### src/rtl/seg7_pkg.sv
// seg7_pkg: shared constants and types for the 7-segment capture block.
//   - Segment bit indices (bit0=top ... bit6=middle, 1=lit).
//   - Pattern constants for digits 0..9, hex A..F and the blank pattern.
//   - Report record carried from the encoder to the output register.
//   - Output handshake FSM state type.
package seg7_pkg;

    localparam int SEG_W   = 7;
    localparam int DIGIT_W = 4;

    // Segment bit positions within a pattern.
    localparam int SEG_TOP = 0;
    localparam int SEG_UR  = 1;
    localparam int SEG_LR  = 2;
    localparam int SEG_BOT = 3;
    localparam int SEG_LL  = 4;
    localparam int SEG_UL  = 5;
    localparam int SEG_MID = 6;

    // Patterns are written MSB (middle) first.
    localparam logic [SEG_W-1:0] SEG_0     = 7'b0111111;
    localparam logic [SEG_W-1:0] SEG_1     = 7'b0000110;
    localparam logic [SEG_W-1:0] SEG_2     = 7'b1011011;
    localparam logic [SEG_W-1:0] SEG_3     = 7'b1001111;
    localparam logic [SEG_W-1:0] SEG_4     = 7'b1100110;
    localparam logic [SEG_W-1:0] SEG_5     = 7'b1101101;
    localparam logic [SEG_W-1:0] SEG_6     = 7'b1111101;
    localparam logic [SEG_W-1:0] SEG_7     = 7'b0000111;
    localparam logic [SEG_W-1:0] SEG_8     = 7'b1111111;
    localparam logic [SEG_W-1:0] SEG_9     = 7'b1101111;
    localparam logic [SEG_W-1:0] SEG_A     = 7'b1110111;
    localparam logic [SEG_W-1:0] SEG_B     = 7'b1111100;
    localparam logic [SEG_W-1:0] SEG_C     = 7'b0111001;
    localparam logic [SEG_W-1:0] SEG_D     = 7'b1011110;
    localparam logic [SEG_W-1:0] SEG_E     = 7'b1111001;
    localparam logic [SEG_W-1:0] SEG_F     = 7'b1110001;
    localparam logic [SEG_W-1:0] SEG_BLANK = 7'b0000000;

    // One decoded report: digit is forced to 0 when blank or err is set.
    typedef struct packed {
        logic [DIGIT_W-1:0] digit;
        logic               blank;
        logic               err;
    } report_t;

    typedef enum logic {
        ST_EMPTY = 1'b0,
        ST_FULL  = 1'b1
    } out_state_t;

endpackage

### src/rtl/seg7_capture_if.sv
// seg7_capture_if: report handshake between seg7_capture and its consumer.
//   digit_out   : encoded digit (0 for blank/err reports)
//   blank_out   : report is the all-off pattern
//   err_out     : report is a pattern outside the encode table
//   valid_out   : the three fields above hold a report
//   ready_in    : consumer accepts the report this cycle
// modport master = producer (seg7_capture), modport slave = consumer.
interface seg7_capture_if;
    import seg7_pkg::*;

    logic [DIGIT_W-1:0] digit_out;
    logic               blank_out;
    logic               err_out;
    logic               valid_out;
    logic               ready_in;

    modport master (
        output digit_out,
        output blank_out,
        output err_out,
        output valid_out,
        input  ready_in
    );

    modport slave (
        input  digit_out,
        input  blank_out,
        input  err_out,
        input  valid_out,
        output ready_in
    );

endinterface

### src/rtl/seg7_encode.sv
// seg7_encode: combinational 7-segment pattern -> digit encoder.
//   seg : pattern, bit0=top ... bit6=middle, 1=lit
//   rpt : {digit, blank, err}
// Decimal patterns 0..9 always encode. With SEG7_CAPTURE_HEX_EN defined the
// hex patterns A,b,C,d,E,F encode to 10..15; otherwise they report err.
// The all-off pattern reports blank; anything else reports err.
module seg7_encode
    import seg7_pkg::*;
(
    input  logic [SEG_W-1:0] seg,
    output report_t          rpt
);

    always_comb begin
        rpt = '0;
        case (seg)
            SEG_0:     rpt.digit = 4'd0;
            SEG_1:     rpt.digit = 4'd1;
            SEG_2:     rpt.digit = 4'd2;
            SEG_3:     rpt.digit = 4'd3;
            SEG_4:     rpt.digit = 4'd4;
            SEG_5:     rpt.digit = 4'd5;
            SEG_6:     rpt.digit = 4'd6;
            SEG_7:     rpt.digit = 4'd7;
            SEG_8:     rpt.digit = 4'd8;
            SEG_9:     rpt.digit = 4'd9;
`ifdef SEG7_CAPTURE_HEX_EN
            SEG_A:     rpt.digit = 4'd10;
            SEG_B:     rpt.digit = 4'd11;
            SEG_C:     rpt.digit = 4'd12;
            SEG_D:     rpt.digit = 4'd13;
            SEG_E:     rpt.digit = 4'd14;
            SEG_F:     rpt.digit = 4'd15;
`endif
            SEG_BLANK: rpt.blank = 1'b1;
            default:   rpt.err   = 1'b1;
        endcase
    end

endmodule

### src/rtl/seg7_capture.sv
// seg7_capture: samples an asynchronous 7-segment bus, filters transients and
// delivers each newly stable pattern once, encoded, over a valid/ready port.
//
// Parameters:
//   STABLE_CYCLES : cycles a synchronised pattern must hold (2..15)
//   CNT_W         : stability counter width, 2**CNT_W > STABLE_CYCLES
// Ports:
//   clk         : system clock, rising edge
//   rst_n       : asynchronous active-low reset
//   seg_in      : raw segment pattern, asynchronous to clk
//   clear_in    : synchronous clear of overrun_out (a same-cycle set wins)
//   overrun_out : sticky, a report was dropped while the consumer stalled
//   rpt_if      : report handshake (digit/blank/err/valid out, ready in)
// Optional feature: define SEG7_CAPTURE_HEX_EN to encode hex A..F.
//
// Latency: a pattern present before edge 0 shows valid_out after edge
// 2+STABLE_CYCLES (two sync flops, one candidate stage, counter ramp).
module seg7_capture
    import seg7_pkg::*;
#(
    parameter int STABLE_CYCLES = 4,
    parameter int CNT_W         = 4
)
(
    input  logic             clk,
    input  logic             rst_n,
    input  logic [SEG_W-1:0] seg_in,
    input  logic             clear_in,
    output logic             overrun_out,
    seg7_capture_if.master   rpt_if
);

    localparam logic [CNT_W-1:0] CNT_MAX = CNT_W'(STABLE_CYCLES);
    localparam logic [CNT_W-1:0] CNT_HIT = CNT_W'(STABLE_CYCLES - 1);

    // ------------------------------------------------------------------
    // Synchroniser and stability filter
    // ------------------------------------------------------------------
    logic [SEG_W-1:0] sync1_reg, sync2_reg;
    logic [SEG_W-1:0] cand_reg;
    logic [CNT_W-1:0] cnt_reg, cnt_next;
    logic [SEG_W-1:0] last_reg;
    logic             accept;

    always_comb begin
        cnt_next = cnt_reg;
        if (sync2_reg != cand_reg) begin
            cnt_next = '0;
        end else if (cnt_reg != CNT_MAX) begin
            cnt_next = cnt_reg + 1'b1;
        end
    end

    // The counter saturates above CNT_HIT, so it sits on CNT_HIT for exactly
    // one cycle per stable run: that cycle is the accept pulse. Comparing
    // against last_reg suppresses re-reporting a pattern that came back.
    assign accept = (cnt_reg == CNT_HIT) && (cand_reg != last_reg);

    always_ff @(posedge clk or negedge rst_n) begin
        if (!rst_n) begin
            sync1_reg <= '0;
            sync2_reg <= '0;
            cand_reg  <= '0;
            cnt_reg   <= '0;
            last_reg  <= SEG_BLANK;
        end else begin
            sync1_reg <= seg_in;
            sync2_reg <= sync1_reg;
            cand_reg  <= sync2_reg;
            cnt_reg   <= cnt_next;
            // Updated even when the report is dropped, so an overrun pattern
            // is not delivered later.
            if (accept) begin
                last_reg <= cand_reg;
            end
        end
    end

    // ------------------------------------------------------------------
    // Encoder
    // ------------------------------------------------------------------
    report_t new_rpt;

    seg7_encode u_encode (
        .seg (cand_reg),
        .rpt (new_rpt)
    );

    // ------------------------------------------------------------------
    // Output handshake FSM
    // ------------------------------------------------------------------
    out_state_t state_reg, state_next;
    report_t    rpt_reg, rpt_next;
    logic       ovr_reg, ovr_next;

    always_comb begin
        state_next = state_reg;
        rpt_next   = rpt_reg;
        ovr_next   = clear_in ? 1'b0 : ovr_reg;
        case (state_reg)
            ST_EMPTY: begin
                if (accept) begin
                    rpt_next   = new_rpt;
                    state_next = ST_FULL;
                end
            end
            ST_FULL: begin
                if (rpt_if.ready_in) begin
                    // Consumer takes the held report; a simultaneous new
                    // report replaces it without loss.
                    if (accept) begin
                        rpt_next = new_rpt;
                    end else begin
                        state_next = ST_EMPTY;
                    end
                end else if (accept) begin
                    // Held report stays put; the new one is lost.
                    ovr_next = 1'b1;
                end
            end
            default: begin
                state_next = ST_EMPTY;
            end
        endcase
    end

    always_ff @(posedge clk or negedge rst_n) begin
        if (!rst_n) begin
            state_reg <= ST_EMPTY;
            rpt_reg   <= '0;
            ovr_reg   <= 1'b0;
        end else begin
            state_reg <= state_next;
            rpt_reg   <= rpt_next;
            ovr_reg   <= ovr_next;
        end
    end

    assign rpt_if.valid_out = (state_reg == ST_FULL);
    assign rpt_if.digit_out = rpt_reg.digit;
    assign rpt_if.blank_out = rpt_reg.blank;
    assign rpt_if.err_out   = rpt_reg.err;
    assign overrun_out      = ovr_reg;

endmodule

### src/flat_wrapper.sv
// flat-port wrapper written by rule: the top's interface ports become plain ports
module seg7_capture_flat import seg7_pkg::*;
#(
    parameter int STABLE_CYCLES = 4,
    parameter int CNT_W         = 4
)
  (clk, rst_n, seg_in, clear_in, overrun_out, rpt_if_digit_out, rpt_if_blank_out, rpt_if_err_out, rpt_if_valid_out, rpt_if_ready_in);
  seg7_capture_if rpt_if_i ();
  input  logic clk;
  input  logic rst_n;
  input  logic [SEG_W-1:0] seg_in;
  input  logic clear_in;
  output logic overrun_out;
  output wire logic [$bits(rpt_if_i.digit_out)-1:0] rpt_if_digit_out;
  output wire logic [$bits(rpt_if_i.blank_out)-1:0] rpt_if_blank_out;
  output wire logic [$bits(rpt_if_i.err_out)-1:0] rpt_if_err_out;
  output wire logic [$bits(rpt_if_i.valid_out)-1:0] rpt_if_valid_out;
  input wire logic [$bits(rpt_if_i.ready_in)-1:0] rpt_if_ready_in;
  assign rpt_if_digit_out = rpt_if_i.digit_out;
  assign rpt_if_blank_out = rpt_if_i.blank_out;
  assign rpt_if_err_out = rpt_if_i.err_out;
  assign rpt_if_valid_out = rpt_if_i.valid_out;
  assign rpt_if_i.ready_in = rpt_if_ready_in;
  seg7_capture #(.STABLE_CYCLES(STABLE_CYCLES), .CNT_W(CNT_W)) u_core (.clk(clk), .rst_n(rst_n), .seg_in(seg_in), .clear_in(clear_in), .overrun_out(overrun_out), .rpt_if(rpt_if_i));
endmodule
### config.mk
export PLATFORM = sky130hd
export DESIGN_NAME = seg7_capture_flat
export DESIGN_NICKNAME = d
export VERILOG_FILES = /design/src/rtl/seg7_pkg.sv /design/src/rtl/seg7_capture_if.sv /design/src/rtl/seg7_encode.sv /design/src/rtl/seg7_capture.sv /design/src/flat_wrapper.sv
export SDC_FILE = /design/constraint.sdc
export NUM_CORES = 1
export LEC_CHECK = 0
export CAP_MARGIN = 20
export CORE_MARGIN = 2
export CORE_UTILIZATION = 59
export DETAILED_ROUTE_END_ITERATION = 8
export GPL_ROUTABILITY_DRIVEN = 0
export GPL_TIMING_DRIVEN = 0
export PLACE_DENSITY = 0.83
export SYNTH_ARGS = -nofsm -noshare
export SYNTH_HDL_FRONTEND = slang
export SYNTH_SLANG_ARGS = --single-unit
export TNS_END_PERCENT = 10
### constraint.sdc
create_clock -name clk -period 2.7 [get_ports clk]
set_input_delay 0.405 -clock clk [delete_from_list [all_inputs] [get_ports clk]]
set_output_delay 0.405 -clock clk [all_outputs]
set_load 0.05 [all_outputs]
Word-level counts from Yosys, hierarchy flattened
Index checks and enable logic that the tools add are counted.
- output and inout bits: 8
- bits in registers: 40
- mux-type cells: 15
- reduce and logical (&&, ||, !) cells: 4
- add/subtract/negate cells: 1
- bitwise operators: 1
- equal/unequal tests: 15
- operator list (kind ; count):
    == test 7 bit, second input constant ; 7
    one-hot mux 4 bit (9 select lines) ; 1
    == test 7 x 3 -> 1 bit, second input constant ; 2
    != test 7 bit ; 2
    two-way mux 6 bit ; 2
    one-hot mux 6 bit (2 select lines) ; 1
    OR reduction 11 bit ; 1
    two-way mux 1 bit ; 8
    two-way mux 4 bit ; 2
    == test 7 x 6 -> 1 bit, second input constant ; 1
    zero test 7 bit ; 1
    adder 4 x 1 -> 4 bit, second input constant ; 1
    == test 4 x 2 -> 1 bit, second input constant ; 1
    != test 4 x 3 -> 1 bit, second input constant ; 1
    != test 2 bit, second input constant ; 1
    one-hot mux 1 bit (2 select lines) ; 1
    nonzero test 2 bit ; 1
    logical AND 1 bit ; 1
    NOT 1 bit ; 1

Logic depth before layout (Yosys ltp)
Gate-level depths: netlist of run 1.
- depth after elaboration: 6
- depth in mapped cells: 7
- mapped depth without buffers: 6

By module
Synthesis of run 1 repeated with hierarchy kept, for this count alone.
- cell total of the unflattened synthesis: 130
- area, all modules: 1719.1 um^2
- by module, submodules not included (module ; area an instance (um^2) ; cells an instance ; instances):
    seg7_capture ; 1502.7 ; 95 ; 1
    seg7_encode ; 216.5 ; 35 ; 1

Least setup slack after synthesis of run 1
OpenSTA, ideal clock, no wires.
- kind: register to register
- from: register u_core.cnt_reg[0]
- to: register u_core.rpt_reg, in the netlist u_core.rpt_if.blank_out
- setup slack: 0.927 ns
- clock period less this slack: 1.773 ns
- data required time: 2.575 ns
- data arrival time: 1.647 ns
- cell stages (with the launch flop): 7
- cells stage by stage: dfrtp_1 -> ha_1 -> nor3b_4 -> o41ai_2 -> nor2b_1 -> buf_6 -> mux2_4
- word-level cells in the longest chain between the ends: 5
- RTL lines (element ; line ; text):
    from (decl) ; seg7_capture.sv:41 ; logic [CNT_W-1:0] cnt_reg, cnt_next;
    from (signal assigned) ; seg7_capture.sv:70 ; cnt_reg <= cnt_next;
    == test 4 x 2 -> 1 bit * ; seg7_capture.sv:57 ; assign accept = (cnt_reg == CNT_HIT) && (cand_reg != last_reg);
    logical AND 1 bit * ; seg7_capture.sv:57 ;
    two-way mux 6 bit * ; -- ;
    two-way mux 6 bit ; -- ;
    one-hot mux 6 bit (2 select lines) * ; -- ;
    to (signal assigned) ; seg7_capture.sv:134 ; rpt_reg <= rpt_next;
    to (decl) ; seg7_capture.sv:93 ; report_t rpt_reg, rpt_next;
Mark *: on every way between the ends. The rest lies on a longest branch, timed or not. The select of a mux whose other input is x is not followed.
A chain may end at the register's enable or synchronous reset.

Worst setup path in the final report of run 1
- from: register u_core.cnt_reg[0]
- to: register u_core.rpt_reg, in the netlist u_core.rpt_if.digit_out[0]
Same word-level chain as after synthesis.

==> results.tsv, run 1 <==
metric	value	unit
io_pins	19	
start_util	62.6	%
critPathLaunchType	flop	
synth_edf_count	0	
async_flop_share	100	%
slew_headroom	44.0	%
grt_pass1_vias	1071	
tightest_slew	0.840	ns
rows	19	
rsz0062_at_grt	no	
clk_pin_slew	0.12	ns
critPathSlowestCell	dfrtp_1	
r2r_start	u_core.cnt_reg[0]	
drv_slew	0	
numClockSinks	40	
first_pass_iters	4	
grt_overflow_total	0	
hpwlAfterDp	2040	µm
synth_area_leader_cell	dfrtp_1	
cts_max_path_buffers	2	
synth.avg_cell_area	13.2	µm²
timing.setup.tns	0	ns
num_vias	1063	
setup_viol	0	
cts_root_buffer	clkbuf_4	
ctsHoldBuffers	0	
critPathKind	flop to flop	
path_cells	ha_1 -> nor3b_4 -> o41ai_2 -> nor2b_1 -> buf_6 -> mux2_4	
fin_crit_sh	73.0	%
drcViolationCount	0	
synth_cells	132	
antenna_found_initial	0	
cp-end-kind	flop	
min_path_type	input port to asynchronous set/reset pin	
portBuffers	18	
syn_nets	145	
crit_start	u_core.cnt_reg[0]	
hold_violations	0	
drive_gt1_share	20.3	%
syn_area	1740	µm²
clk_latency	0.36	ns
ys_seq_elements	40	
ir_worst_vdd	0.490	mV
chipWidth	58.3	µm
timing.fmax	508	MHz
cp_data_required_time	2.94	ns
coreArea	2780	µm²
crit_fanout	8	
period_minus_slack	1.97	ns
grt_first_pass_wirelength	4970	µm
antennaDiodeCount	0	
cts_buffers	5	
ys_warn_count	0	
finalPower	1080	µW
cts_tree	built	
die_y	58.3	µm
final_nets	170	
netlist.area_leader.share	57.5	%
synthToLayoutAreaGrowth	16.7	%
grt_use_total	20.4	%
dieArea	3400	µm²
synth-main-ff-cell	dfrtp_1	
wire_per_inst	15.4	µm
viasPerCell	5.62	
cp_slowest_stage_delay	0.42	ns
grt_max_degree	41	
synth.distinct_cells	37	
powerDensity	533	nW/µm²
mostFrequentLayoutCell	dfrtp_1	
drt_iter0_markers	29	
cts_resized	0	
max_cap_violations	0	
wirelength	2910	µm
critical_path_arrival	2.21	ns
p_leak	0.000887	µW
ys_top_cells_by_area	dfrtp_1 (57%), mux2_4 (5.2%), mux2_2 (4.5%)	
yosysSeqAreaShare	57.5	%
status	completed	
antenna_left	0	
final_cell_mix	dfrtp_1 (40), clkdlybuf4s50_1 (17), xor2_1 (9)	
cts_setup_buffers	0	
htreeDepth	2	
fin_skew	0.0160	ns
cell families (layout without fill, tap and decap cells):
kind of cell / Yosys count / after routing / synth area share [%]
DFF: 40 / 40 / 57.5
and+or+nand+nor: 36 / 36 / 13.0
xor gates and xnor gates: 17 / 17 / 8.98
muxes: 14 / 14 / 10.3
AOI/OAI and AO/OA: 12 / 12 / 4.96
buffers and inverters: 11 / 37 / 3.88
adders and majority gates: 2 / 2 / 1.44
routing by layer:
layer	vias up	track usage (%)	share of wire, %
met4	0	11.3	2.1
met5	-	0	0
met1	517	25.3	43
li1	509	-	-
met3	5	4.62	4.9
met2	32	33.2	50
power by group:
part           switching [µW]  total, µW  internal (µW)
clock                     189        383            194
sequential               10.9        626            615
combinational            41.7       75.1           33.5
total                     242       1080            842
final timing paths:
kind	endpoint	slack (ns)	cells past startpoint
worst max-delay path	u_core.rpt_if.digit_out[0]	0.73	6
worst min-delay path	u_core.last_reg[6]	0.14	1
worst max register to register	u_core.rpt_if.digit_out[0]	0.73	6
worst min register to register	u_core.sync2_reg[5]	0.36	0
max in group asynchronous	u_core.sync2_reg[6]	2.03	1
min in group clk	u_core.sync2_reg[5]	0.36	0
cell type report:
type	count	area [µm²]
clock inverter	2	35.0
clock buffer	6	41.3
sequential	40	1000
inverter	3	11.3
fill	201	749
timing repair buffer	18	175
multi-input combinational	81	673
tap	31	38.8
buffer	8	56.3
cell usage after synthesis, drive strengths merged (2+ instances only):
cell type / count
dfrtp: 40
mux2: 13
xor2: 9
xnor2: 8
nand3: 7
nor2: 7
buf: 6
nor2b: 4
nor4: 4
o21ai: 4
inv: 3
nand4: 3
clkbuf: 2
ha: 2
nand2: 2
nand2b: 2
worst max-delay path, delay by kind of cell (launching register included):
kind | cells | cell delay, ns
AOI/OAI and AO/OA | 1 | 0.17
DFF | 1 | 0.42
and+or+nand+nor | 2 | 0.58
muxes | 1 | 0.31
adders and majority gates | 1 | 0.21
buffers and inverters | 1 | 0.17
stage by stage:
step           setup slack, ns  cell area (µm²)  hold WS, ns  util, %  std cells
3_5_place_dp             0.746             1960        0.336     70.3        181
2_1_floorplan            0.927             1740        0.109        -        132
3_3_place_gp             0.398             1960        0.332     70.5        181
6_report                 0.730             2030        0.139     73.1        189
4_1_cts                  0.708             2030        0.159     73.1        189
5_1_grt                  0.569             2030        0.204     73.1        189
No activity file was read; power rests on OpenSTA's default activity.
==> run 2: changes to the inputs <==
- CORE_UTILIZATION: 59 -> 55
- PLACE_DENSITY: 0.83 -> 0.78
- clock period: 2.7 -> 2 ns (I/O delays scaled with it)
==> run 2 against run 1 <==
  * Sequential power grew 35%
  * Setup slack worse by 0.58 ns
  * Die area increased by 6.8%
  * Worst hold slack lost 0.10 ns
  * Global-route usage fell by 0.50 points
  * Register-to-register slack got worse by 0.55 ns
  * Combinational power is 34% higher
  * Utilization shrank 6.0 points
  * First-iteration DRC count decreased by 21%
  * Via count down 0.28%
  * Count of clock-buffer cells in the layout is 1 lower
  * Clock power hardly changed
  * Critical path type is now flop to primary output
==> results.tsv, run 2 (synthesis results as in run 1) <==
metric	value	unit	change
cts_root_buffer	clkbuf_4		
clk_latency	0.35	ns	about the same
max_cap_violations	0		unchanged
cts_resized	0		unchanged
clkPwrFrac	28.8	%	-6.5 points
antenna_found_initial	0		unchanged
fillers	256		+27%
cts_max_path_buffers	2		unchanged
drv_slew	0		unchanged
cp_slowest_stage_delay	0.82	ns	+0.40 ns
drive_gt1_share	20.9	%	+0.63 points
p_seq_share	63.6	%	+5.9 points
chipWidth	60.3	µm	+3.3%
clk_pin_slew	0.11	ns	about the same
critPathLaunchType	flop		
wl_met2	1320	µm	-9.9%
dieArea	3630	µm²	+6.8%
grt_pass1_vias	1078		+0.65%
critical_path_arrival	1.55	ns	-0.66 ns
cp_data_required_time	1.70	ns	-1.24 ns
slew_headroom	44.4	%	+0.35 points
dp_slack	0.0150	ns	-0.731 ns
hold_violations	0		unchanged
internal-power	1000	µW	+19%
min_path_type	input port to asynchronous set/reset pin		
mostFrequentLayoutCell	dfrtp_1		
portBuffers	18		unchanged
drt-met1-wl	1240	µm	+0.16%
crit_family	buffers and inverters		
switchingPower	322	µW	+33%
wirelength	2810	µm	-3.5%
coreArea	3030	µm²	+8.9%
timing.setup.tns	0	ns	unchanged
rsz0062_at_grt	no		
htreeDepth	2		unchanged
final_nets	171		+0.59%
hpwlAfterDp	2000	µm	-1.9%
synthToLayoutAreaGrowth	16.5	%	
die_y	60.3	µm	+3.3%
critPathKind	flop to primary output		
ctsHoldBuffers	0		unchanged
dp_cells	194		+7.2%
cp-end-kind	primary output		
cts_buffers	5		unchanged
critPathSlowestCell	clkdlybuf4s50_1		
finalPower	1330	µW	+22%
fin_crit_sh	92.4	%	
num_vias	1060		-0.28%
ir_worst_vdd	0.547	mV	+12%
met3WireLength	175	µm	+22%
period_minus_slack	1.85	ns	
p_leak	0.000877	µW	-1.1%
cts_setup_buffers	1		+1
antennaDiodeCount	0		unchanged
status	completed		
crit_fanout	2		-6
setup_viol	0		unchanged
fin_cells	202		+6.9%
setup_ws	0.153	ns	-0.577 ns
top_layer	met4		
rows	20		+1
grt_first_pass_wirelength	4940	µm	-0.68%
grt_use_total	19.9	%	-0.50 points
tightest_slew	0.835	ns	-0.00524 ns
grt_max_degree	41		unchanged
timing.fmax	541	MHz	
drt_iter0_markers	23		-21%
numClockSinks	40		unchanged
path_cells	clkdlybuf4s50_1		
critical_path_buf_inv_count	1		unchanged
drcViolationCount	0		unchanged
final_cell_mix	dfrtp_1 (40), clkdlybuf4s50_1 (17), xor2_1 (9)		
swShare	24.3	%	+2.0 points
start_util	57.5	%	-5.1 points
fin_skew	0.00848	ns	-0.00750 ns
comb_power_share	7.6	%	+0.7 points
viasPerCell	5.25		-6.7%
wire_per_inst	13.9	µm	-9.7%
first_pass_iters	4		unchanged
grt_overflow_total	0		unchanged
antenna_left	0		unchanged
io_pins	19		unchanged
cts_tree	built		
powerDensity	653	nW/µm²	+22%
post-route-util	67.0	%	-6.0 points
[run 2: cell count changes in the layout (fill, tap and decap cells not counted)]
| cell | before | now |
|---|---|---|
| buf_4 | 0 | 1 |
| clkinvlp_4 | 0 | 1 |
| bufinv_16 | 1 | 0 |
| clkbuf_1 | 3 | 2 |
[run 2: cell type report]
cell class | instances | area, µm² | share of cell area (%)
multi-input cells | 81 | 673 | 33.2
clock buffers | 5 | 37.5 | 1.85
repair buffers | 19 | 183 | 9.00
inverters | 3 | 11.3 | 0.555
clock inverters | 2 | 12.5 | 0.617
plain buffers | 8 | 56.3 | 2.77
well taps | 44 | 55.1 | 2.71
flip-flops and latches | 40 | 1000 | 49.3
[run 2: stage by stage]
step           instance area, µm²  hold slack [ns]
6_report                     2030           0.0380
5_1_grt                      2030           0.0819
4_1_cts                      2030           0.0632
3_5_place_dp                 1970            0.336
3_3_place_gp                 1980            0.332
2_1_floorplan                1740          0.00441
[run 2: path summary, 6_finish.rpt]
| check | startpoint | end | slack (ns) | cells past startpoint |
|---|---|---|---|---|
| worst max-delay path | u_core.rpt_if.digit_out[0] | rpt_if_digit_out[0] | 0.15 | 1 |
| worst min-delay path | rst_n | u_core.rpt_if.digit_out[0] | 0.04 | 1 |
| worst max register to register | u_core.cand_reg[6] | u_core.rpt_if.err_out | 0.18 | 6 |
| worst min register to register | u_core.sync1_reg[2] | u_core.sync2_reg[2] | 0.36 | 0 |
| max in group asynchronous | rst_n | u_core.cand_reg[6] | 1.44 | 1 |
| min in group clk | u_core.sync1_reg[2] | u_core.sync2_reg[2] | 0.36 | 0 |
[run 2: power by group through the flow]
| stage | Combinational, µW | Clock [µW] | Sequential, µW |
|---|---|---|---|
| after floorplan | 56.2 | 0 | 856 |
| after global placement | 99.0 | 0 | 858 |
| after detailed placement | 102 | 0 | 860 |
| after CTS | 103 | 400 | 844 |
| after global routing | 113 | 443 | 846 |
| final | 101 | 381 | 843 |
[run 2: metal layers]
metal | vias to the layer above | GRT usage [%]
met1 | 510 | 24.0
li1 | 512 | -
met5 | - | 0
met2 | 32 | 30.7
met3 | 6 | 8.44
met4 | 0 | 9.52
